<file path="config.mk">
export PLATFORM = sky130hd
export DESIGN_NAME = id_ex_stage_reg
export DESIGN_NICKNAME = d
export VERILOG_FILES = /design/src/rtl/riscv_pkg.sv /design/src/rtl/id_ex_hazard_detect.sv /design/src/rtl/id_ex_stage_reg.sv
export SDC_FILE = /design/constraint.sdc
export NUM_CORES = 1
export LEC_CHECK = 0
export ABC_AREA = 1
export CAP_MARGIN = 10
export CORE_MARGIN = 1.5
export CORE_UTILIZATION = 28
export DETAILED_ROUTE_END_ITERATION = 12
export HOLD_SLACK_MARGIN = 0.15
export MAX_ROUTING_LAYER = met4
export PLACE_DENSITY_LB_ADDON = 0.25
export SLEW_MARGIN = 20
export SYNTH_ARGS = -nofsm -noshare
export SYNTH_HDL_FRONTEND = slang
export SYNTH_HIERARCHICAL = 1
export SYNTH_SLANG_ARGS = --single-unit
</file>
<file path="constraint.sdc">
create_clock -name clk -period 4.8 [get_ports clk]
set_input_delay 0.72 -clock clk [delete_from_list [all_inputs] [get_ports clk]]
set_output_delay 0.72 -clock clk [all_outputs]
set_load 0.005 [all_outputs]
</file>
<file path="src/rtl/riscv_pkg.sv">
// Shared RV32 decode constants: opcodes, ALUOp encodings and the control bundle
// carried from ID into EX.
package riscv_pkg;

  localparam int unsigned OPC_W     = 7;
  localparam int unsigned REG_IDX_W = 5;
  localparam int unsigned F3_W      = 3;
  localparam int unsigned F7_W      = 7;

  localparam logic [OPC_W-1:0] OPC_R      = 7'b0110011;
  localparam logic [OPC_W-1:0] OPC_LOAD   = 7'b0000011;
  localparam logic [OPC_W-1:0] OPC_ALUI   = 7'b0010011;
  localparam logic [OPC_W-1:0] OPC_JALR   = 7'b1100111;
  localparam logic [OPC_W-1:0] OPC_STORE  = 7'b0100011;
  localparam logic [OPC_W-1:0] OPC_BRANCH = 7'b1100011;
  localparam logic [OPC_W-1:0] OPC_AUIPC  = 7'b0010111;
  localparam logic [OPC_W-1:0] OPC_LUI    = 7'b0110111;
  localparam logic [OPC_W-1:0] OPC_JAL    = 7'b1101111;

  localparam logic [1:0] ALU_ADD   = 2'b00;
  localparam logic [1:0] ALU_SUB   = 2'b01;
  localparam logic [1:0] ALU_FUNCT = 2'b10;
  localparam logic [1:0] ALU_ADDI  = 2'b11;

  typedef struct packed {
    logic [1:0] alu_op;
    logic       alu_src;
    logic       branch;
    logic       mem_write;
    logic       mem_read;
    logic       mem_to_reg;
    logic       reg_write;
  } ctrl_t;

  // A bubble does nothing: add-type ALUOp, no memory access, no writeback.
  localparam ctrl_t CTRL_BUBBLE = '{alu_op: ALU_ADD, default: 1'b0};

endpackage

</file>
<file path="src/rtl/id_ex_hazard_detect.sv">
// Combinational decode-slot checks: opcode legality, source-register usage and
// load-use hazard against the instruction currently in EX.
//   id_valid_i/id_opcode_i/id_rs1_i/id_rs2_i : decode slot
//   ex_valid_i/ex_mem_read_i/ex_rd_i         : current EX slot
//   opcode_known_o                           : opcode is one of the supported set
//   load_use_o                               : ID reads the register a load in EX writes
module id_ex_hazard_detect
  import riscv_pkg::*;
(
  input  logic                 id_valid_i,
  input  logic [OPC_W-1:0]     id_opcode_i,
  input  logic [REG_IDX_W-1:0] id_rs1_i,
  input  logic [REG_IDX_W-1:0] id_rs2_i,
  input  logic                 ex_valid_i,
  input  logic                 ex_mem_read_i,
  input  logic [REG_IDX_W-1:0] ex_rd_i,
  output logic                 opcode_known_o,
  output logic                 load_use_o
);

  logic uses_rs1;
  logic uses_rs2;

  // Opcode classification
  always_comb begin
    opcode_known_o = 1'b0;
    uses_rs1       = 1'b0;
    uses_rs2       = 1'b0;
    case (id_opcode_i)
      OPC_R, OPC_STORE, OPC_BRANCH: begin
        opcode_known_o = 1'b1;
        uses_rs1       = 1'b1;
        uses_rs2       = 1'b1;
      end
      OPC_LOAD, OPC_ALUI, OPC_JALR: begin
        opcode_known_o = 1'b1;
        uses_rs1       = 1'b1;
      end
      OPC_AUIPC, OPC_LUI, OPC_JAL: begin
        opcode_known_o = 1'b1;
      end
      default: ;
    endcase
  end

  // x0 is never a real producer, so rd==0 cannot create a dependency
  assign load_use_o = ex_valid_i & ex_mem_read_i & (ex_rd_i != '0) & id_valid_i &
                      ((uses_rs1 & (id_rs1_i == ex_rd_i)) |
                       (uses_rs2 & (id_rs2_i == ex_rd_i)));

endmodule

</file>
<file path="src/rtl/id_ex_stage_reg.sv">
// ID->EX pipeline register with load-use bubble insertion, EX flush/hold,
// illegal-opcode sanitising and a saturating load-use bubble counter.
//   clk, rst (sync, active-high)
//   id_*        : decode-stage slot (valid, opcode/funct, control, operands, indices)
//   ex_flush    : kill the EX slot; ex_hold : freeze the EX slot
//   ex_*        : registered copy of the decode slot
//   stall_if_id : combinational request for IF/ID to hold
//   illegal_op  : one-cycle pulse when an unknown opcode was dropped
//   bubble_cnt  : saturating count of load-use bubbles
module id_ex_stage_reg
  import riscv_pkg::*;
#(
  parameter int unsigned XLEN  = 32,
  parameter int unsigned CNT_W = 16
) (
  input  logic                 clk,
  input  logic                 rst,
  input  logic                 id_valid,
  input  logic [OPC_W-1:0]     id_opcode,
  input  logic [F3_W-1:0]      id_funct3,
  input  logic [F7_W-1:0]      id_funct7,
  input  logic [1:0]           id_alu_op,
  input  logic                 id_alu_src,
  input  logic                 id_branch,
  input  logic                 id_mem_write,
  input  logic                 id_mem_read,
  input  logic                 id_mem_to_reg,
  input  logic                 id_reg_write,
  input  logic [XLEN-1:0]      id_pc,
  input  logic [XLEN-1:0]      id_rs1_data,
  input  logic [XLEN-1:0]      id_rs2_data,
  input  logic [XLEN-1:0]      id_imm,
  input  logic [REG_IDX_W-1:0] id_rs1,
  input  logic [REG_IDX_W-1:0] id_rs2,
  input  logic [REG_IDX_W-1:0] id_rd,
  input  logic                 ex_flush,
  input  logic                 ex_hold,
  output logic                 ex_valid,
  output logic [OPC_W-1:0]     ex_opcode,
  output logic [F3_W-1:0]      ex_funct3,
  output logic [F7_W-1:0]      ex_funct7,
  output logic [1:0]           ex_alu_op,
  output logic                 ex_alu_src,
  output logic                 ex_branch,
  output logic                 ex_mem_write,
  output logic                 ex_mem_read,
  output logic                 ex_mem_to_reg,
  output logic                 ex_reg_write,
  output logic [XLEN-1:0]      ex_pc,
  output logic [XLEN-1:0]      ex_rs1_data,
  output logic [XLEN-1:0]      ex_rs2_data,
  output logic [XLEN-1:0]      ex_imm,
  output logic [REG_IDX_W-1:0] ex_rs1,
  output logic [REG_IDX_W-1:0] ex_rs2,
  output logic [REG_IDX_W-1:0] ex_rd,
  output logic                 stall_if_id,
  output logic                 illegal_op,
  output logic [CNT_W-1:0]     bubble_cnt
);

  typedef struct packed {
    logic                 valid;
    logic [OPC_W-1:0]     opcode;
    logic [F3_W-1:0]      funct3;
    logic [F7_W-1:0]      funct7;
    ctrl_t                ctrl;
    logic [XLEN-1:0]      pc;
    logic [XLEN-1:0]      rs1_data;
    logic [XLEN-1:0]      rs2_data;
    logic [XLEN-1:0]      imm;
    logic [REG_IDX_W-1:0] rs1;
    logic [REG_IDX_W-1:0] rs2;
    logic [REG_IDX_W-1:0] rd;
  } slot_t;

  localparam logic [CNT_W-1:0] CNT_MAX = '1;

  slot_t            slot_q, slot_d, id_slot, bubble_slot;
  logic             illegal_q, illegal_d;
  logic [CNT_W-1:0] cnt_q, cnt_d;
  logic             opcode_known;
  logic             load_use;

  id_ex_hazard_detect u_hazard (
    .id_valid_i     (id_valid),
    .id_opcode_i    (id_opcode),
    .id_rs1_i       (id_rs1),
    .id_rs2_i       (id_rs2),
    .ex_valid_i     (slot_q.valid),
    .ex_mem_read_i  (slot_q.ctrl.mem_read),
    .ex_rd_i        (slot_q.rd),
    .opcode_known_o (opcode_known),
    .load_use_o     (load_use)
  );

  // Decode slot as presented by ID
  always_comb begin
    id_slot          = '0;
    id_slot.valid    = id_valid;
    id_slot.opcode   = id_opcode;
    id_slot.funct3   = id_funct3;
    id_slot.funct7   = id_funct7;
    id_slot.ctrl     = '{alu_op: id_alu_op, alu_src: id_alu_src, branch: id_branch,
                         mem_write: id_mem_write, mem_read: id_mem_read,
                         mem_to_reg: id_mem_to_reg, reg_write: id_reg_write};
    id_slot.pc       = id_pc;
    id_slot.rs1_data = id_rs1_data;
    id_slot.rs2_data = id_rs2_data;
    id_slot.imm      = id_imm;
    id_slot.rs1      = id_rs1;
    id_slot.rs2      = id_rs2;
    id_slot.rd       = id_rd;
  end

  // Bubble: invalid, inert control, data zeroed
  always_comb begin
    bubble_slot      = '0;
    bubble_slot.ctrl = CTRL_BUBBLE;
  end

  // Priority mux: flush > hold > load-use > illegal/invalid > load
  always_comb begin
    slot_d    = slot_q;
    illegal_d = 1'b0;
    cnt_d     = cnt_q;
    if (ex_flush) begin
      slot_d = bubble_slot;
    end else if (ex_hold) begin
      slot_d = slot_q;
    end else if (load_use) begin
      slot_d = bubble_slot;
      if (cnt_q != CNT_MAX) cnt_d = cnt_q + CNT_W'(1);
    end else if (id_valid && !opcode_known) begin
      slot_d    = bubble_slot;
      illegal_d = 1'b1;
    end else if (!id_valid) begin
      // Controls of an empty slot may be garbage; never capture them
      slot_d = bubble_slot;
    end else begin
      slot_d = id_slot;
    end
  end

  always_ff @(posedge clk) begin
    if (rst) begin
      slot_q    <= '0;
      illegal_q <= 1'b0;
      cnt_q     <= '0;
    end else begin
      slot_q    <= slot_d;
      illegal_q <= illegal_d;
      cnt_q     <= cnt_d;
    end
  end

  // Reset and flush override; upstream is cleared elsewhere in those cases
  assign stall_if_id = ~rst & ~ex_flush & (ex_hold | load_use);

  assign ex_valid      = slot_q.valid;
  assign ex_opcode     = slot_q.opcode;
  assign ex_funct3     = slot_q.funct3;
  assign ex_funct7     = slot_q.funct7;
  assign ex_alu_op     = slot_q.ctrl.alu_op;
  assign ex_alu_src    = slot_q.ctrl.alu_src;
  assign ex_branch     = slot_q.ctrl.branch;
  assign ex_mem_write  = slot_q.ctrl.mem_write;
  assign ex_mem_read   = slot_q.ctrl.mem_read;
  assign ex_mem_to_reg = slot_q.ctrl.mem_to_reg;
  assign ex_reg_write  = slot_q.ctrl.reg_write;
  assign ex_pc         = slot_q.pc;
  assign ex_rs1_data   = slot_q.rs1_data;
  assign ex_rs2_data   = slot_q.rs2_data;
  assign ex_imm        = slot_q.imm;
  assign ex_rs1        = slot_q.rs1;
  assign ex_rs2        = slot_q.rs2;
  assign ex_rd         = slot_q.rd;
  assign illegal_op    = illegal_q;
  assign bubble_cnt    = cnt_q;

endmodule

</file>
# Word-level counts from Yosys, hierarchy flattened
# Cells that the tools add are included.
# W data, S select, Z words.
# totals
regBits	186
mem_count	0
latchBits	0
word_cells	62
mem_bits_ro	0
input_bits	173
mem_bits_rw	0
out_inout_bits	187
# classes
n_mux	7
shift	0
n_reduce_logical	9
n_bitwise	13
order_cmp	0
n_mul	0
eq_ne	12
addsub	1
div	0
# ops
op	n
$mux W169	3
$eq A7 B6 Y1 const B	3
$eq A7 B7 Y1 const B	3
$add A16 B1 Y16 const B	1
$ne A16 B16 Y1 const B	1
$eq A7 B5 Y1 const B	2
$eq A5 B5 Y1	2
$reduce_or A9 Y1	1
$and A1 B1 Y1	8
$eq A7 B2 Y1 const B	1
$reduce_or A6 Y1	1
$reduce_bool A5 Y1	1
$mux W1	4
$reduce_and A4 Y1	1
$reduce_or A4 Y1	1
$not A1 Y1	3
$reduce_or A3 Y1	1
$or A1 B1 Y1	2
$reduce_or A2 Y1	1
$logic_and A1 B1 Y1	1
$logic_not A1 Y1	1

# Longest topological paths before layout
# depth
word_depth	8
depth_mapped	15
depth_no_buf	15

# Hierarchy
# Netlist, hierarchy kept.
# by_module_without_submodules
mod	n_inst	cells_each	area_each_um2	seq_area_each_um2
id_ex_stage_reg	1	936	7388.3	3723.6
id_ex_hazard_detect	1	60	281.5	0.0

# Worst setup path after synthesis
# OpenSTA, ideal clock, no wires.
# synth_timing
path_type	input-to-output
start	input id_opcode[2]
end	output stall_if_id
required_time_ns	4.080
cell_stages	10
setup_slack_ns	2.348
n_path_buf	1
t_arrival_ns	1.732
path_cell_list	inv_1 nand2_1 nor2_2 nand2_1 nor2_1 nand2_1 a21oi_2 nor2_8 buf_2 nor2_1
# synth_between
elab_chain_len	8
word_cells_on_any_way	16
classes_between	6 x eq/ne; 2 x mux; 6 x bitwise; 2 x reduce/logical
# synth_lines
item	line_no	text
from (decl)	id_ex_stage_reg.sv:19	input logic [OPC_W-1:0] id_opcode,
$eq A7 B2 Y1, or another cell as far along	id_ex_hazard_detect.sv:29	case (id_opcode_i)
$reduce_or A6 Y1 (no line) / $reduce_or A3 Y1 (equally long branches)	n/a	
$mux W1	id_ex_hazard_detect.sv:29	
$and A1 B1 Y1, on equally long branches	id_ex_hazard_detect.sv:48, id_ex_hazard_detect.sv:49	
$or A1 B1 Y1 *	id_ex_hazard_detect.sv:48	((uses_rs1 & (id_rs1_i == ex_rd_i)) |
$and A1 B1 Y1 *	id_ex_hazard_detect.sv:47	assign load_use_o = ex_valid_i & ex_mem_read_i & (ex_rd_i != '0) & id_valid_i &
net load_use	id_ex_stage_reg.sv:82	logic load_use;
$or A1 B1 Y1 *	id_ex_stage_reg.sv:157	assign stall_if_id = ~rst & ~ex_flush & (ex_hold | load_use);
$and A1 B1 Y1 *	id_ex_stage_reg.sv:157	
to (decl)	id_ex_stage_reg.sv:56	output logic stall_if_id,
# The timed path passes the listed nets; every way through them passes the cells marked *.

# Worst setup path in the final report
# layout_timing
start	input id_opcode[5]
end	output stall_if_id
# Same word-level chain as after synthesis.

==> metrics.cfg <==
[clocking]
clock-root-buffer=clkbuf_16
cts.sinks=186
numCtsBuffers=17
max-clock-path-buffers=2
cts_tree=done
clock_latency_ps=430
post_cts_resized=0
cts_htree_levels=4
cts_hold_buf=0
post_cts_buffers=0
path_clk_slew_ps=70

[placement]
postPlaceCellArea_mm2=0.0113
routabilityCongestion=0.802
portBuffers=359
dp_hpwl_mm=17.7

[final_layout]
seq_area_mm2=0.00372
final_cell_mix=357 x clkdlybuf4s50_1, 243 x nand2_1, 186 x dfxtp_1
n_antenna_cell=0
final_common_cell=clkdlybuf4s50_1
final_area_mm2=0.0119
final_nets=1460
syn_to_final_growth_pct=55.2
nFillCells=2745
drive_gt1_share_pct=4.46
multi_input_area_mm2=0.00336

[routing]
drt-vias-per-instance=4.95
drt_iter0_drc=651
drc_errors=0
via_count=8116
ant_nets=0
drt_wl_total_mm=27.6
post_drt_wl_per_cell_um=16.8
dr.pass1.iters=7

[yosys]
syn-mean-instance-area_um2=7.70
ys_warn_count=6
synth_fp_nets=1170
synth_seq_cells=186
async_reset_ff_share_pct=0
ys_types=26
ys.flop_type=dfxtp_1
synth-edff-count=0
yosysSeqAreaShare_pct=48.5
synth_area_leaders=dfxtp_1 49%, nand4_1 14%, nand2_1 12%, a21oi_1 11%, buf_2 3.9%
synth_top_area_share_pct=48.5
synthCells=996
yosysTopAreaCell=dfxtp_1
netlist_area_mm2=0.00767

[grt]
antenna_found_initial=0
grt_first_pass_wirelength_mm=43.0
gr-usage-met2_pct=30.7
met3_usage_pct=4.86
grt_pass1_vias=7685
grt_usage_pct=19.5
top_usage_layer=met2
met1_usage_pct=24.9
grt_overflow=0
grt_max_degree=171

[worst_setup_path]
worstPathMaxFanout=4
cp.arrival_ps=2840
path_class=in2out
required_ps=4080
worstSetupStartpointType=input port
worstSetupEndpointType=output port

[sta]
grt_setup_unrepaired=no
period_minus_slack_ps=3560
min_period_over_period_pct=74.1
slew_headroom_pct=34.1
report.final.hold_viol_count=0
skew_ps=15.2
setup_viol=0
worstMarginPinSlew_ps=988
maxClockFrequency_ghz=0.281
setup_tns_ps=0
drv_slew=0

[power_and_ir_drop]
leakagePower_nw=3.79
ir_drop_mv=0.204
powerDensity_mw_per_mm2=278
power_mw=3.31

[floorplan]
initial_core_util_pct=28.5
die-height_um=169
dieArea_mm2=0.0284
fp.dieW_um=169
io_pins=360
core_mm2=0.0270
fp-row-count=60

[status]
status=finished, final reports clean

[run]
cap_violations=0

[worst_hold_path]
holdCritPathClass=reg2reg

[layout make-up]
cell class / count / area share, %
Sequential cell: 186 / 31.3
Clock inverter: 13 / 1.26
Multi-Input combinational cell: 683 / 28.2
Inverter: 30 / 0.946
Clock buffer: 19 / 3.72
Timing Repair Buffer: 368 / 31.0
Tap cell: 341 / 3.58
[per-layer routing]
metal,part of all wire (%),vias to the layer above
li1,-,4030
met1,45,3774
met2,46,286
met3,6.8,26
met4,1.5,0
met5,0,-
[synthesized netlist by cell type, types with 4 or more instances]
master    count
nand2_1     244
dfxtp_1     186
a21oi_1     173
nand4_1     171
buf_2        60
nor2_1       51
clkbuf_1     29
inv_1        26
nand3_1      18
buf_6         5
inv_2         4
xnor2_1       4
xor2_1        4
[kinds of logic (layout without fill, tap and decap cells)]
family                   after synthesis  in the layout  synth area share (%)
adder cells (fa/ha/maj)                1              1                 0.163
flip-flops                           186            186                  48.5
XOR/XNOR                               8              8                 0.913
AO/OA/AOI/OAI                        175            175                  11.5
buffers and inverters                127            430                  7.83
AND/OR/NAND/NOR                      499            499                  31.0
[final timing paths]
| path | from | endpoint | slack [ps] | cells after the start |
|---|---|---|---|---|
| max | id_opcode[5] | stall_if_id | 1240 | 9 |
| min | ex_pc[20] | ex_pc[20] | 460 | 2 |
| max reg2reg | ex_rd[3] | ex_rs2_data[14] | 2490 | 9 |
| min reg2reg | ex_pc[20] | ex_pc[20] | 460 | 2 |
[worst max-delay path, cell delays in order]
cell and delay [ps]:
clkdlybuf4s50_1 540, a21boi_1 180, nand2_1 100, nor2_1 110
nand2_1 70, a21oi_2 290, nor2_8 50, nor2_1 220
clkdlybuf4s50_1 550
[metrics by stage]
stage	utilization, %	hold slack (ps)	instances	worst slack [ps]
after global routing	44.2	478	1640	1070
after global placement	42.0	443	1608	1230
after CTS	44.2	457	1640	1220
final	44.2	455	1640	1240
after detailed placement	42.0	446	1608	1230
after floorplan	-	453	996	2350
[report_power, final]
part | leakage, nW | switching, mW | internal [mW]
sequential | 1.50 | 0.00240 | 1.55
combinational | 2.00 | 0.160 | 0.154
clock | 0.292 | 0.688 | 0.758
No activity file was read; power rests on OpenSTA's default activity.
